## config.mk

```make
export PLATFORM = sky130hd
export DESIGN_NAME = rpsc_interlock_card
export DESIGN_NICKNAME = d
export VERILOG_FILES = /design/src/rtl/rpsc_interlock_card.sv
export SDC_FILE = /design/constraint.sdc
export NUM_CORES = 1
export LEC_CHECK = 0
export CORE_ASPECT_RATIO = 0.6
export CORE_MARGIN = 2
export CORE_UTILIZATION = 45
export CTS_BUF_LIST = sky130_fd_sc_hd__clkbuf_4 sky130_fd_sc_hd__clkbuf_8
export DETAILED_ROUTE_END_ITERATION = 10
export GPL_ROUTABILITY_DRIVEN = 0
export PLACE_DENSITY_LB_ADDON = 0.25
export SYNTH_ARGS = -nofsm -noshare
export SYNTH_HDL_FRONTEND = slang
export SYNTH_SLANG_ARGS = --single-unit
export TNS_END_PERCENT = 10
```

## constraint.sdc

```tcl
create_clock -name clk -period 2.8 [get_ports clk]
set_clock_uncertainty 0.15 [all_clocks]
set_input_delay 0.56 -clock clk [delete_from_list [all_inputs] [get_ports clk]]
set_output_delay 0.56 -clock clk [all_outputs]
set_load 0.005 [all_outputs]
```

## src/rtl/rpsc_interlock_card.sv

```systemverilog
// rpsc_interlock_card
//
// Parametrised RPSC interlock card. Collects N_CH fault requests coming from
// the power-supply and RF control cards. Each request is debounced and then
// latched. The latched faults, together with the external emergency input,
// drive a RUN / ALARM / EMERG state machine. The card also selects the anode
// over-current threshold: 5 A until tune-ok is established, 6 A after that.
//
// Optional feature: define RPSC_FIRST_FAULT_EN to build first-fault capture.
// Without it, o_first_fault and o_first_valid are tied to 0.
//
// Ports:
//   clk              rising-edge clock for every register
//   reset            synchronous, active-high reset
//   i_control        [N_CH] per-channel fault request, active high
//   i_external       external emergency request, active high, not debounced
//   i_not_tune_ok    raw "tune not OK", active high
//   i_i_an_5a        anode current > 5 A comparator
//   i_i_an_6a        anode current > 6 A comparator
//   i_ack            operator acknowledge, single-cycle pulse
//   o_not_alarm      high only in RUN
//   o_emergency      high only in EMERG
//   o_i_an_high      active-low anode over-current indication (registered)
//   o_alarm_latched  [N_CH] latched fault per channel
//   o_first_fault    [CW] index of the first qualified fault
//   o_first_valid    o_first_fault holds a capture
module rpsc_interlock_card #(
    parameter int N_CH       = 6,
    parameter int DEB_CYCLES = 4,
    parameter int TUNE_DLY   = 8,
    localparam int CW        = (N_CH > 1) ? $clog2(N_CH) : 1
) (
    input  logic            clk,
    input  logic            reset,
    input  logic [N_CH-1:0] i_control,
    input  logic            i_external,
    input  logic            i_not_tune_ok,
    input  logic            i_i_an_5a,
    input  logic            i_i_an_6a,
    input  logic            i_ack,
    output logic            o_not_alarm,
    output logic            o_emergency,
    output logic            o_i_an_high,
    output logic [N_CH-1:0] o_alarm_latched,
    output logic [CW-1:0]   o_first_fault,
    output logic            o_first_valid
);

    localparam int DW = $clog2(DEB_CYCLES + 1);
    localparam int TW = $clog2(TUNE_DLY + 1);
    localparam logic [DW-1:0] DEB_MAX  = DW'(DEB_CYCLES);
    localparam logic [DW-1:0] DEB_QUAL = DW'(DEB_CYCLES - 1);
    localparam logic [TW-1:0] TUNE_MAX = TW'(TUNE_DLY);

    typedef enum logic [1:0] {ST_RUN, ST_ALARM, ST_EMERG} state_t;

    state_t          state_q, state_d;
    logic [DW-1:0]   deb_cnt_q [N_CH];
    logic [DW-1:0]   deb_cnt_d [N_CH];
    logic [N_CH-1:0] qual;
    logic [N_CH-1:0] latched_q, latched_d;
    logic [TW-1:0]   tune_cnt_q, tune_cnt_d;
    logic            tune_ok;
    logic            an_high_q, an_high_d;

    // A channel is qualified on the edge where its counter reaches
    // DEB_CYCLES, and it stays qualified while the input remains high.
    // The counter saturates, so the >= test also covers the held case.
    always_comb begin
        for (int k = 0; k < N_CH; k++) begin
            qual[k] = i_control[k] && (deb_cnt_q[k] >= DEB_QUAL);
            if (!i_control[k]) begin
                deb_cnt_d[k] = '0;
            end else if (deb_cnt_q[k] != DEB_MAX) begin
                deb_cnt_d[k] = deb_cnt_q[k] + 1'b1;
            end else begin
                deb_cnt_d[k] = deb_cnt_q[k];
            end
        end
    end

    // An ack clears only the channels that are not qualified. A
    // qualification on the same edge as an ack always wins.
    always_comb begin
        latched_d = (i_ack ? (latched_q & qual) : latched_q) | qual;
    end

    // tune_ok drops combinationally on the first high sample. A rise of
    // i_not_tune_ok therefore restores the 5 A limit after a single edge.
    always_comb begin
        if (i_not_tune_ok) begin
            tune_cnt_d = '0;
        end else if (tune_cnt_q != TUNE_MAX) begin
            tune_cnt_d = tune_cnt_q + 1'b1;
        end else begin
            tune_cnt_d = tune_cnt_q;
        end
        tune_ok   = !i_not_tune_ok && (tune_cnt_q == TUNE_MAX);
        an_high_d = ~((~tune_ok & i_i_an_5a) | (tune_ok & i_i_an_6a));
    end

    // Next-state logic and state-decoded outputs. Transitions look at
    // latched_d, so an alarm becomes visible on the same edge it latches.
    always_comb begin
        state_d     = state_q;
        o_not_alarm = 1'b0;
        o_emergency = 1'b0;
        if (i_external) begin
            state_d = ST_EMERG;
        end else begin
            case (state_q)
                ST_RUN: begin
                    if (|latched_d) state_d = ST_ALARM;
                end
                ST_ALARM: begin
                    if (i_ack && (latched_d == '0)) state_d = ST_RUN;
                end
                ST_EMERG: begin
                    if (i_ack) state_d = (|latched_d) ? ST_ALARM : ST_RUN;
                end
                default: state_d = ST_RUN;
            endcase
        end
        case (state_q)
            ST_RUN:   o_not_alarm = 1'b1;
            ST_EMERG: o_emergency = 1'b1;
            default:  ;
        endcase
    end

    always_ff @(posedge clk) begin
        if (reset) begin
            state_q    <= ST_RUN;
            latched_q  <= '0;
            tune_cnt_q <= '0;
            an_high_q  <= 1'b1;
            for (int k = 0; k < N_CH; k++) deb_cnt_q[k] <= '0;
        end else begin
            state_q    <= state_d;
            latched_q  <= latched_d;
            tune_cnt_q <= tune_cnt_d;
            an_high_q  <= an_high_d;
            for (int k = 0; k < N_CH; k++) deb_cnt_q[k] <= deb_cnt_d[k];
        end
    end

    assign o_alarm_latched = latched_q;
    assign o_i_an_high     = an_high_q;

`ifdef RPSC_FIRST_FAULT_EN
    logic [CW-1:0]   ff_q, ff_d;
    logic            ffv_q, ffv_d;
    logic [N_CH-1:0] new_set;

    function automatic logic [CW-1:0] lowest_idx(input logic [N_CH-1:0] v);
        logic [CW-1:0] res;
        res = '0;
        for (int k = N_CH - 1; k >= 0; k--) begin
            if (v[k]) res = CW'(k);
        end
        return res;
    endfunction

    // The capture is taken only from bits that set on this edge, so that
    // faults already latched can never overwrite it.
    always_comb begin
        new_set = qual & ~latched_q;
        ff_d    = ff_q;
        ffv_d   = ffv_q;
        if ((state_d == ST_RUN) && (state_q != ST_RUN)) begin
            ff_d  = '0;
            ffv_d = 1'b0;
        end else if (!ffv_q && (|new_set)) begin
            ff_d  = lowest_idx(new_set);
            ffv_d = 1'b1;
        end
    end

    always_ff @(posedge clk) begin
        if (reset) begin
            ff_q  <= '0;
            ffv_q <= 1'b0;
        end else begin
            ff_q  <= ff_d;
            ffv_q <= ffv_d;
        end
    end

    assign o_first_fault = ff_q;
    assign o_first_valid = ffv_q;
`else
    assign o_first_fault = '0;
    assign o_first_valid = 1'b0;
`endif

endmodule

```

---- After elaboration in Yosys (flattened, before gate mapping) ----
Memory sizes are Yosys's and may differ from the RTL's.
Cells that the tools add are included.
word-level totals
  memory bits (writable) .................. 18
  output and inout bits ................... 13
  memories ................................ 1
  bits in registers ....................... 13
  word-level logic and storage cells ...... 94
memory list
  name       words  bits a word  rd ports  clocked after Yosys merged registers in  wr ports  line  RTL
  deb_cnt_q  6      3            6         0                                        6         58    logic [DW-1:0] deb_cnt_q [N_CH];
operators by class
  bitwise gates (word level) .............. 13
  eq/ne operators ......................... 16
  reductions and logical operators ........ 16
  muxes and demuxes ....................... 30
  $add $sub $neg .......................... 7
  $lt $le $gt $ge ......................... 6
operator list
  cell                                                 number
  two-way mux 3 bit                                    18
  inequality test 3 bit, second input constant         9
  adder 3 x 1 -> 3 bit, second input constant          6
  >= comparator 3 x 2 -> 1 bit, second input constant  6
  logical AND 1 bit                                    8
  two-way mux 2 bit                                    4
  bitwise OR 1 bit                                     7
  AND 6 bit                                            1
  zero test 6 bit                                      1
  two-way mux 1 bit                                    6
  two-way mux 6 bit                                    1
  inequality test 2 bit, second input constant         3
  bitwise OR 6 bit                                     1
  one-hot mux 2 bit (3 select lines)                   1
  AND reduction 3 bit                                  2
  OR reduction 6 bit                                   1
  adder 4 x 1 -> 4 bit, second input constant          1
  == test 4 bit, second input constant                 1
  inequality test 4 bit, second input constant         1
  OR reduction 2 bit                                   2
  AND 1 bit                                            2
  == test 2 x 1 -> 1 bit, second input constant        1
  == test 2 bit, second input constant                 1
  zero test 2 bit                                      1
  2 further kinds                                      3

---- Depth between registers and ports, before layout ----
An unclocked memory read counts as a cell.
  word-level depth ........................ 11
  mapped depth ............................ 6

---- Worst setup path before layout ----
No wires, ideal clock.
  path type ............................... reg2reg
  start point ............................. memory deb_cnt_q[3][0] (netlist bit)
  end point ............................... register state_q[0]
  required time ........................... 2.534 ns
  cell stages (with the launch flop) ...... 7
  setup slack ............................. 1.232 ns
  arrival time ............................ 1.302 ns
  buffers on the path ..................... 0
  library setup time ...................... 0.116 ns
  clock period less this slack ............ 1.568 ns
  cells stage by stage .................... dfxtp_1 > ha_1 > ha_1 > a211o_1 > nand2_1 > nand4_1 > o211a_1
RTL lines
  element                 line  RTL
  start: declaration      58
  end signal: assignment  139   state_q <= state_d;
  end: declaration        57    state_t state_q, state_d;

---- Worst setup path after layout ----
  start point ............................. register state_q[1]
  end point ............................... output o_emergency
between the ends
  word-level cells in the longest chain between the ends .. 2
ends and longest elaborated chain
  element            line  RTL
  == test 2 bit      124   case (state_q)
  two-way mux 1 bit  124
  end: declaration   42    output logic o_emergency,
Every way passes these cells.

==> flow_summary.ini <==
[outcome]
outcome = finished clean

[placement]
io_buffers = 21
placed_area_um2 = 1780
placedCellCount = 241
dp_hpwl_mm = 2.04

[drt]
routed_via_density = 4.87
wirelength_mm = 2.58
postRouteAntennaNets = 0
drc = 0
routedWlPerCell_um = 10.4
drtIter0Drc = 66
drt-pass1-iter-count = 4
route.vias.total = 1203

[pwr]
finalPower_mw = 0.876
leakage_nw = 0.786
ir_drop_mv = 0.269
powerDensity_nw_per_um2 = 472

[yosys]
synth_top_area_share_pct = 40.4
synth_top_area_cell = dfxtp_1
yosys_warnings = 0
synth_cell_types = 25
synth_area_um2 = 1540
ys_seq_area_share_pct = 40.4
synth_cells = 178
avgSynthCellArea_um2 = 8.64
ys_ff_latch = 31
synth.area.top_cells = dfxtp_1 40%, ha_1 16%, a21oi_1 6.5%

[layout]
fin_cells = 247
nets = 236
post-route-util_pct = 56.8
layout-drive-gt1-share_pct = 4.95
antennaDiodeCount = 0
fin_area_um2 = 1850
syn_to_final_growth_pct = 20.6

[clock_network]
cts_max_path_buffers = 2
clk_pin_slew_ps = 60
root_buffer = clkbuf_8
cts_tree = done
cts-hold-fix-buffers = 0
cts_resized = 0
cts_buffers = 5
cts_max_level = 2
clock_sinks = 31
clk_latency_ps = 270
cts_setup_buffers = 0

[floorplan]
die_x_um = 79.5
dieArea_um2 = 3920
coreArea_um2 = 3260
fp-row-count = 16
num_io_pins = 26
initial_core_util_pct = 47.1
die_y_um = 49.3

[timing]
fin_crit_sh_pct = 72.0
clock.fmax_mhz = 496
setup-tns-final_ps = 0
setup_violations = 0
worst_pin_slew_ps = 635
max-slew-margin-rel_pct = 57.5
hold_viol = 0
period_minus_slack_ps = 2020
final-max-slew-violation-count = 0
grt_setup_unrepaired = no

[global_route]
grt_max_degree = 20
grt_usage_pct = 15.0
grt_overflow = 0
grt_pass1_vias = 1107
grt_pass1_wl_mm = 4.66
antenna_found_initial = 0

[critical_path]
r2r_cells = 6
critical_path_class = reg -> out
crit_start = state_q[1]$_SDFFE_PP0P_
rrSetupSlack_ps = 1120
cp_data_required_time_ps = 2090
critPathMaxFanout = 3
r2r-end = state_q[0]$_SDFFE_PP0P_
endpoint_kind = output port
startpoint_type = register
endpoint = o_emergency
r2r-start = deb_cnt_q[5][0]$_SDFFE_PP0P_
cp.arrival_ps = 1310

[worst_hold_path]
hp-class = reg -> reg
hold_path.startpoint = o_alarm_latched[4]$_SDFF_PP0_

[run]
drv_cap = 0
==> per-stage QoR <==
step / setup WS, ps / hold slack [ps]
6_report: 784 / 336
5_1_grt: 716 / 352
4_1_cts: 783 / 337
3_5_place_dp: 770 / 328
3_3_place_gp: 809 / 328
2_1_floorplan: 1230 / 319
==> cell usage in the layout (no fill, tap or decap), types with 2 or more instances in the layout <==
cell type        count
xnor2_1              7
a211o_1              6
nand3_1              7
nor3_1               4
clkdlybuf4s50_1     21
ha_1                20
o21ai_0              2
dfxtp_1             31
nor2_1              11
nand2_1             24
nand2b_1             6
nand2_2              2
conb_1               4
inv_1               21
a21oi_1             20
xor2_1               2
clkbuf_8             5
==> layout make-up <==
cell class	count	area, um^2
Tap cell	45	56.3
Inverter	21	78.8
Multi-Input combinational cell	123	812
Timing Repair Buffer	21	210
Sequential cell	31	621
Clock buffer	6	76.3
Fill cell	277	1410
==> layer usage <==
metal | global-route usage (%) | up-vias | part of all wire (%)
met3 | 5.19 | 4 | 3.8
met5 | 0 | - | 0
met2 | 25.1 | 16 | 47
met1 | 18.4 | 553 | 47
met4 | 4.31 | 0 | 1.2
li1 | - | 630 | -
==> report_power, final <==
group          total [mW]  internal, mW  switching, mW
combinational      0.0872        0.0483         0.0389
sequential          0.469         0.455         0.0138
clock               0.320         0.175          0.145
==> cells in the mapped netlist, drive strengths merged <==
master / n
nand3: 7
nor2: 11
o211ai: 1
nand2: 26
o211a: 1
nor3: 4
nor2b: 1
a21oi: 20
xor2: 2
buf: 4
ha: 20
nand2b: 6
a211o: 6
xnor2: 7
nor4: 1
nand4: 1
nand3b: 1
or4: 1
conb: 1
a21o: 1
dfxtp: 31
clkbuf: 2
inv: 21
o21ai: 2
==> worst min path at each step <==
stage               cells after the start  slack (ps)                            end
detailed placement                      2         330  o_alarm_latched[4]$_SDFF_PP0_
finish                                  2         340  o_alarm_latched[4]$_SDFF_PP0_
global route                            2         350  o_alarm_latched[4]$_SDFF_PP0_
global placement                        2         330  o_alarm_latched[4]$_SDFF_PP0_
floorplan                               2         320   deb_cnt_q[0][1]$_SDFFE_PP0P_
CTS                                     2         340  o_alarm_latched[4]$_SDFF_PP0_
==> sequential cells by signal, indices dropped and copies added (netlist names) <==
signal,cells
deb_cnt_q,18
o_alarm_latched,6
o_i_an_high,1
state_q,2
tune_cnt_q,4
==> worst max-delay path: stages (launching register included) <==
cell	delay (ps)
dfxtp_1	330
nor2b_1	170
clkdlybuf4s50_1	530
==> cells by family (layout without fill, tap and decap cells) <==
family | after synthesis | in the layout | share of synthesized area [%]
XOR/XNOR | 9 | 9 | 5.13
buffers and inverters | 27 | 48 | 7.57
AO/OA/AOI/OAI | 31 | 31 | 12.2
AND/OR/NAND/NOR | 59 | 59 | 18.2
flip-flops | 31 | 31 | 40.4
adder cells (fa/ha/maj) | 20 | 20 | 16.3
other | 1 | 4 | 0.244
Power figures use the tool's default switching activity.
